[src/rtl/alu_uart_pkg.sv]
// ============================================================================
// Module : alu_uart_pkg
// Brief  : Shared types and ASCII constants for the ALU line transmitter.
// Rev    : 1.0
// ============================================================================
`default_nettype none

package alu_uart_pkg;

  typedef enum logic [2:0] {
    IDLE = 3'd0,
    LOAD = 3'd1,
    SEND = 3'd2,
    ACK  = 3'd3,
    DONE = 3'd4
  } state_t;

  localparam int FRAME_LEN = 7;

  localparam logic [7:0] OP_ADD = 8'h2B;
  localparam logic [7:0] OP_SUB = 8'h2D;
  localparam logic [7:0] OP_NOT = 8'h7E;
  localparam logic [7:0] OP_AND = 8'h26;
  localparam logic [7:0] OP_OR  = 8'h7C;
  localparam logic [7:0] OP_XOR = 8'h5E;
  localparam logic [7:0] OP_SHL = 8'h3C;
  localparam logic [7:0] OP_SHR = 8'h3E;

  localparam logic [7:0] EQ_CHAR   = 8'h3D;
  localparam logic [7:0] FLAG_V    = 8'h56;
  localparam logic [7:0] FLAG_C    = 8'h43;
  localparam logic [7:0] FLAG_NONE = 8'h20;

  function automatic logic [7:0] op_char(input logic [2:0] ctl);
    logic [7:0] c;
    case (ctl)
      3'b000:  c = OP_ADD;
      3'b001:  c = OP_SUB;
      3'b010:  c = OP_NOT;
      3'b011:  c = OP_AND;
      3'b100:  c = OP_OR;
      3'b101:  c = OP_XOR;
      3'b110:  c = OP_SHL;
      default: c = OP_SHR;
    endcase
    return c;
  endfunction

endpackage

`default_nettype wire

[src/rtl/alu_uart_tx_hex_to_ascii.sv]
// ============================================================================
// Module : hex_to_ascii
// Brief  : One hex nibble to its uppercase ASCII character.
// Rev    : 1.0
// ============================================================================
`default_nettype none

module hex_to_ascii (
  input  logic [3:0] i_nibble,
  output logic [7:0] o_ascii
);

  // 'A' - 10 = 8'h37, so letters share the same add-offset form as digits
  assign o_ascii = (i_nibble < 4'd10) ? (8'h30 + {4'h0, i_nibble})
                                      : (8'h37 + {4'h0, i_nibble});

endmodule

`default_nettype wire

[src/rtl/alu_uart_tx.sv]
// ============================================================================
// Module : alu_uart_tx
// Brief  : Formats one ALU operation as a 7-byte ASCII line and sends it
//          byte-by-byte over the txdata/txclk/txready UART handshake.
// Rev    : 1.0
// ============================================================================
`default_nettype none

module alu_uart_tx
  import alu_uart_pkg::*;
#(
  parameter logic [7:0]  EOL         = 8'h0A,
  parameter int unsigned ACK_TIMEOUT = 255
) (
  input  logic       hz100,
  input  logic       reset_n,
  input  logic       start,
  input  logic [3:0] a,
  input  logic [3:0] b,
  input  logic [2:0] ctl,
  input  logic [3:0] m,
  input  logic       ovf,
  input  logic       cout,
  input  logic       txready,
  output logic [7:0] txdata,
  output logic       txclk,
  output logic       busy,
  output logic       done,
  output logic       err
);

  localparam logic [2:0] c_last_idx = 3'(FRAME_LEN - 1);
  localparam logic [7:0] c_to_last  = 8'(ACK_TIMEOUT - 1);

  state_t     r_state;
  logic [2:0] r_idx;
  logic [7:0] r_cnt;
  logic [3:0] r_a, r_b, r_m;
  logic [2:0] r_ctl;
  logic       r_ovf, r_cout;

  logic [7:0] w_hex_a, w_hex_b, w_hex_m;
  logic [7:0] w_flag;
  logic [7:0] w_byte;
  logic       w_acked;

  hex_to_ascii u_hex_a (.i_nibble(r_a), .o_ascii(w_hex_a));
  hex_to_ascii u_hex_b (.i_nibble(r_b), .o_ascii(w_hex_b));
  hex_to_ascii u_hex_m (.i_nibble(r_m), .o_ascii(w_hex_m));

  assign w_flag = r_ovf ? FLAG_V : (r_cout ? FLAG_C : FLAG_NONE);

  always_comb begin
    w_byte = EOL;
    case (r_idx)
      3'd0:    w_byte = w_hex_a;
      3'd1:    w_byte = op_char(r_ctl);
      3'd2:    w_byte = w_hex_b;
      3'd3:    w_byte = EQ_CHAR;
      3'd4:    w_byte = w_hex_m;
      3'd5:    w_byte = w_flag;
      default: w_byte = EOL;
    endcase
  end

  // A stuck-high txready is treated as an ack once the wait budget is spent
  assign w_acked = !txready || (r_cnt >= c_to_last);

  always_ff @(posedge hz100 or negedge reset_n) begin
    if (!reset_n) begin
      r_state <= IDLE;
      r_idx   <= 3'd0;
      r_cnt   <= 8'd0;
      r_a     <= 4'd0;
      r_b     <= 4'd0;
      r_m     <= 4'd0;
      r_ctl   <= 3'd0;
      r_ovf   <= 1'b0;
      r_cout  <= 1'b0;
      txdata  <= 8'h00;
      txclk   <= 1'b0;
      busy    <= 1'b0;
      done    <= 1'b0;
      err     <= 1'b0;
    end else begin
      txclk <= 1'b0;
      done  <= 1'b0;
      case (r_state)
        IDLE: begin
          if (start) begin
            r_a     <= a;
            r_b     <= b;
            r_m     <= m;
            r_ctl   <= ctl;
            r_ovf   <= ovf;
            r_cout  <= cout;
            err     <= 1'b0;
            r_idx   <= 3'd0;
            busy    <= 1'b1;
            r_state <= LOAD;
          end
        end
        LOAD: begin
          txdata  <= w_byte;
          r_state <= SEND;
        end
        SEND: begin
          if (txready) begin
            txclk   <= 1'b1;
            r_cnt   <= 8'd0;
            r_state <= ACK;
          end
        end
        ACK: begin
          if (w_acked) begin
            if (txready) err <= 1'b1;
            if (r_idx == c_last_idx) begin
              done    <= 1'b1;
              r_state <= DONE;
            end else begin
              r_idx   <= r_idx + 3'd1;
              r_state <= LOAD;
            end
          end else begin
            r_cnt <= r_cnt + 8'd1;
          end
        end
        DONE: begin
          busy    <= 1'b0;
          r_state <= IDLE;
        end
        default: r_state <= IDLE;
      endcase
    end
  end

endmodule

`default_nettype wire
[config.mk]
export PLATFORM = sky130hd
export DESIGN_NAME = alu_uart_tx
export DESIGN_NICKNAME = d
export VERILOG_FILES = /design/src/rtl/alu_uart_pkg.sv /design/src/rtl/alu_uart_tx_hex_to_ascii.sv /design/src/rtl/alu_uart_tx.sv
export SDC_FILE = /design/constraint.sdc
export NUM_CORES = 1
export LEC_CHECK = 0
export CORE_MARGIN = 2
export CORE_UTILIZATION = 55
export DETAILED_ROUTE_END_ITERATION = 6
export DONT_BUFFER_PORTS = 1
export GPL_ROUTABILITY_DRIVEN = 0
export PLACE_DENSITY_LB_ADDON = 0.15
export RECOVER_POWER = 50
export SETUP_SLACK_MARGIN = 0.05
export SLEW_MARGIN = 20
export SYNTH_ARGS = -nofsm -noshare
export SYNTH_HDL_FRONTEND = slang
export SYNTH_SLANG_ARGS = --single-unit
[constraint.sdc]
create_clock -name hz100 -period 2.1 [get_ports hz100]
set_input_delay 0.315 -clock hz100 [delete_from_list [all_inputs] [get_ports hz100]]
set_output_delay 0.315 -clock hz100 [all_outputs]
set_load 0.02 [all_outputs]
* After elaboration in Yosys (flattened, before gate mapping)
Index checks and enable logic that the tools add are counted.
** Word-level totals
- Flip-flop bits (word level) :: 43
- Input port bits :: 21
- Word-level logic and storage cells :: 92
- Output and inout bits :: 12
** Operators by class
- Reductions and logical operators :: 14
- $add $sub $neg :: 8
- Muxes and demuxes :: 30
- $lt $le $gt $ge :: 4
- Eq/ne operators :: 22
** Operators by type and width (number)
- 7-bit one-hot mux with 7 select lines :: 1
- 8-bit one-hot mux with 6 select lines :: 1
- 6-bit by 4-bit adder with 7-bit output (first input constant) :: 6
- 8-bit two-way mux :: 5
- 3-bit equality test (second input constant) :: 7
- 3-bit two-way mux :: 7
- 3-bit by 2-bit equality test with 1-bit output (second input constant) :: 6
- 8-bit one-hot mux with 2 select lines :: 1
- 7-bit two-way mux :: 2
- 4-bit less-than comparator (second input constant) :: 3
- 2-bit != test (second input constant) :: 6
- 3-bit one-hot mux with 4 select lines :: 1
- 3-bit by 1-bit equality test with 1-bit output (second input constant) :: 3
- 3-bit zero test :: 3
- 1-bit two-way mux :: 9
- 8-bit by 1-bit adder with 8-bit output (second input constant) :: 1
- 8-bit >= comparator (second input constant) :: 1
- 4-bit AND reduction :: 2
- 3-bit one-hot mux with 2 select lines :: 1
- 3-bit AND reduction :: 2
- 2-bit nonzero test :: 3
- 1-bit one-hot mux with 2 select lines :: 2
- 2-bit AND reduction :: 2
- 3-bit by 1-bit adder with 3-bit output (second input constant) :: 1
- 2 further kinds :: 2

* Depth between registers and ports, before layout
- Depth after elaboration :: 4
- Gate-level depth with buffers :: 8
- Gate-level depth less buffers :: 7

* Hierarchy
A second synthesis with hierarchy kept.
** Unflattened totals
- Cells, all modules :: 259
- Area, all modules :: 2616.3 µm²
** Modules (own cells, without submodules)
- alu_uart_tx :: cells an instance 211, sequential area each 1076.0 µm², area each 2301.0 µm², instances 1
- hex_to_ascii :: cells an instance 16, sequential area each 0.0 µm², area each 105.1 µm², instances 3

* Least setup slack after synthesis
OpenSTA, ideal clock, no wires.
- Path kind :: reg2reg
- Start :: register r_idx[2]
- End :: register txdata[3]
- Arrival :: 1782 ps
- Buffers on the path :: 2
- Library setup time :: 83 ps
- Setup slack :: 235 ps
- Cell stages (with the launch flop) :: 9
- Period minus slack after synthesis :: 1865 ps
- Data required time :: 2017 ps
- Cells stage by stage :: dfrtp_1 > buf_4 > clkbuf_1 > inv_1 > ha_1 > nor4_1 > a31o_2 > nor4_1 > o21ai_0
** On the way
- Word-level cells in the longest chain between the ends :: 2
- Elaborated cells between the ends (all ways) :: 7
- Those cells by class :: eq/ne: 5; mux: 1; reduce/logical: 1
** RTL lines
- from (decl) :: RTL line alu_uart_tx.sv:36 : logic [2:0] r_idx;
- from (signal assigned) :: RTL line alu_uart_tx.sv:121 : r_idx <= r_idx + 3'd1;
- 3-bit equality test (tied with other cells) :: RTL line alu_uart_tx.sv:55 : case (r_idx)
- 8-bit one-hot mux with 6 select lines * :: RTL line alu_uart_tx.sv:55
- to (signal assigned) :: RTL line alu_uart_tx.sv:104 : txdata <= w_byte;
- to (decl) :: RTL line alu_uart_tx.sv:25 : output logic [7:0] txdata,
Every way passes the cells marked *; elsewhere a longest branch is shown, timed or not.
A chain may end at the register's enable or synchronous reset.

* Worst setup path after layout
- Start :: register r_idx[0]
- End :: register txdata[3]
Same word-level chain as after synthesis.

==> flow_summary.json <==
{
  "status": "finished, final reports clean",
  "critPathLaunchType": "flip-flop",
  "post-route-util": 0.598,
  "peakVddDrop_uv": 702,
  "design.core.area_mm2": 0.00432,
  "seq_area_frac_synth": 0.430,
  "path_cells": "inv_1, ha_1, inv_1, or4_1, o31ai_1, nor4_1, o21ai_0",
  "grt_first_pass_wirelength_um": 8620,
  "hpwl_um": 3540,
  "relSlewSlack": 0.319,
  "timing.hold.worst_endpoint": "done$_DFF_PN0_",
  "fin_worst_skew_ps": 4.32,
  "finalSetupTns_ps": 0,
  "grt_pass1_vias": 1877,
  "r2r-start": "r_idx[0]$_DFFE_PN0P_",
  "synth_compound_area_frac": 0.203,
  "crit_arrival_ps": 2080,
  "finish.instance_area_mm2": 0.00258,
  "hold_violations": 0,
  "reg2reg_to": "txdata[3]$_DFFE_PN0P_",
  "cp_max_fo": 8,
  "cts_htree_levels": 2,
  "grt_start_max_net_pins": 43,
  "rows": 24,
  "synth_cell_types": 59,
  "grt_usage": 0.219,
  "wl_um": 4850,
  "syn-num-nets": 285,
  "synth_top_family_by_area": "compound AO/OA/AOI/OAI gates",
  "routedWlPerCell_um": 15.6,
  "period_minus_slack_ps": 1860,
  "synth-seq-cells": 42,
  "initial_core_util": 0.565,
  "worst_slack_ps": 237,
  "grt_overflow": 0,
  "setup_viol": 0,
  "synth.area.mux_share": 0.0599,
  "drv_slew": 0,
  "period_share": 0.887,
  "crit_top_cell": "inv_1",
  "synthArstFlopShare": 1.00,
  "tightest_slew_ps": 1020,
  "drt_iter0_drc": 67,
  "power_mw": 3.61,
  "numCtsBuffers": 5,
  "hold_start": "txready",
  "fin_cells": 310,
  "endpoint_kind": "flip-flop",
  "dpl.cell_count": 300,
  "area_delta_synth_final_pct": 5.73,
  "place_area_mm2": 0.00247,
  "root_buffer": "clkbuf_8",
  "timing.hold.worst_path_depth": 1,
  "pin_count": 33,
  "n_antenna_cell": 0,
  "cts_setup_buffers": 0,
  "path_clk_slew_ps": 80,
  "place_ws_ps": 178,
  "dieArea_mm2": 0.00499,
  "layout-drive-gt1-share": 0.147,
  "cap_violations": 0,
  "slowest_delay_ps": 470,
  "ant_nets": 0,
  "hold_class": "in2reg",
  "synth_fa_ha_area_frac": 0.0512,
  "powerDensity_mw_per_mm2": 1400,
  "final_cell_mix": "dfrtp_1 (42), nand2_1 (29), o21ai_0 (22), inv_1 (17)",
  "cts_sinks": 42,
  "nets": 288,
  "yosys_warnings": 0,
  "syn_inst": 254,
  "rsz0062_at_grt": "no",
  "avgSynthCellArea_um2": 9.63,
  "reg2reg_setup_slack_ps": 240,
  "critPathSlowestCell": "or4_1",
  "synth_edf_count": 0,
  "ys.flop_type": "dfrtp_1",
  "synth_xor_area_frac": 0.0251,
  "num_vias": 1812,
  "cts_tree": "built",
  "syn-cell-area_mm2": 0.00244,
  "drtPass1Iterations": 4,
  "viasPerCell": 5.85,
  "path_class": "reg2reg",
  "clockBufferDepth": 2,
  "fin_hold_ws_ps": 98.9,
  "port_buffers": 0,
  "die-width_um": 70.7,
  "clk_latency_ps": 300,
  "synthSimpleGateAreaFrac": 0.173,
  "clock.fmax_mhz": 537,
  "reg2reg_depth": 7,
  "required_ps": 2320,
  "p_leak_nw": 1.10,
  "die_y_um": 70.7,
  "drc": 0,
  "antenna_found_initial": 0,
  "layout_commonest_cell": "dfrtp_1"
}
layout make-up:
class | count | area, um^2
Clock buffer | 7 | 86.3
Clock inverter | 1 | 5.00
Fill cell | 393 | 1740
Inverter | 17 | 63.8
Multi-Input combinational cell | 184 | 1260
Sequential cell | 42 | 1050
Tap cell | 52 | 65.1
Timing Repair Buffer | 7 | 52.6
how the worst max path moves through the flow:
stage,startpoint,end,slack [ps],depth (start not counted)
after CTS,r_idx[2]$_DFFE_PN0P_,txdata[3]$_DFFE_PN0P_,150,6
after detailed placement,r_idx[2]$_DFFE_PN0P_,txdata[3]$_DFFE_PN0P_,180,6
final,r_idx[0]$_DFFE_PN0P_,txdata[3]$_DFFE_PN0P_,240,7
after global routing,r_idx[0]$_DFFE_PN0P_,txdata[3]$_DFFE_PN0P_,80,7
after global placement,r_idx[2]$_DFFE_PN0P_,txdata[3]$_DFFE_PN0P_,260,6
after floorplan,r_idx[2]$_DFFE_PN0P_,txdata[3]$_DFFE_PN0P_,240,8
registers in the layout, summed over array words and instances, names as in the netlist:
register and flops:
r_cnt 8, r_state 3, done 1, r_ctl 3, txclk 1, err 1, r_cout 1, r_idx 3
txdata 7, r_a 4, r_ovf 1, r_m 4, busy 1, r_b 4
what timing repair did:
action	CTS	global route
endpoints found under the setup margin	0	2
endpoints found under the hold margin	42	0
hold buffers	2	0
resized for setup	0	1
critical path, delay by kind of cell (launching register included):
family | cells | cell delay [ps]
compound gates | 2 | 250
fa+ha+maj | 1 | 340
simple gates | 2 | 570
buf+inv | 2 | 230
flops | 1 | 400
layer usage:
layer	wire length, um	share of wire	up-vias	track usage
met5	0	0	-	0
met3	200	0.041	11	0.0541
met1	2230	0.46	848	0.283
li1	-	-	921	-
met4	113	0.023	0	0.0943
met2	2300	0.47	32	0.351
logic make-up (layout without fill, tap and decap cells):
kind of cell,count (synthesis),after routing
compound gates,74,74
xor+xnor,7,7
fa+ha+maj,10,10
buf+inv,28,32
flops,42,42
mux,13,13
other cells,1,1
simple gates,79,79
synthesized netlist by cell type (all sizes together), types with 4 or more instances:
master  count  area (um^2)
inv        17         63.8
dfrtp      42         1050
a31oi       4         25.0
buf         8         60.1
nor4        5         37.5
nand2      29          109
xnor2       5         43.8
a21oi      15         75.1
ha         10          125
nor2       16         70.1
o21ai      24          120
nand3       7         35.0
a211oi      5         55.1
mux2       10          116
power by group:
| group | internal [mW] | total [mW] | switching [mW] |
|---|---|---|---|
| registers | 1.11 | 1.56 | 0.451 |
| clock network | 0.265 | 0.540 | 0.275 |
| logic | 0.716 | 1.51 | 0.795 |
| total | 2.09 | 3.61 | 1.52 |
Power figures use the tool's default switching activity.
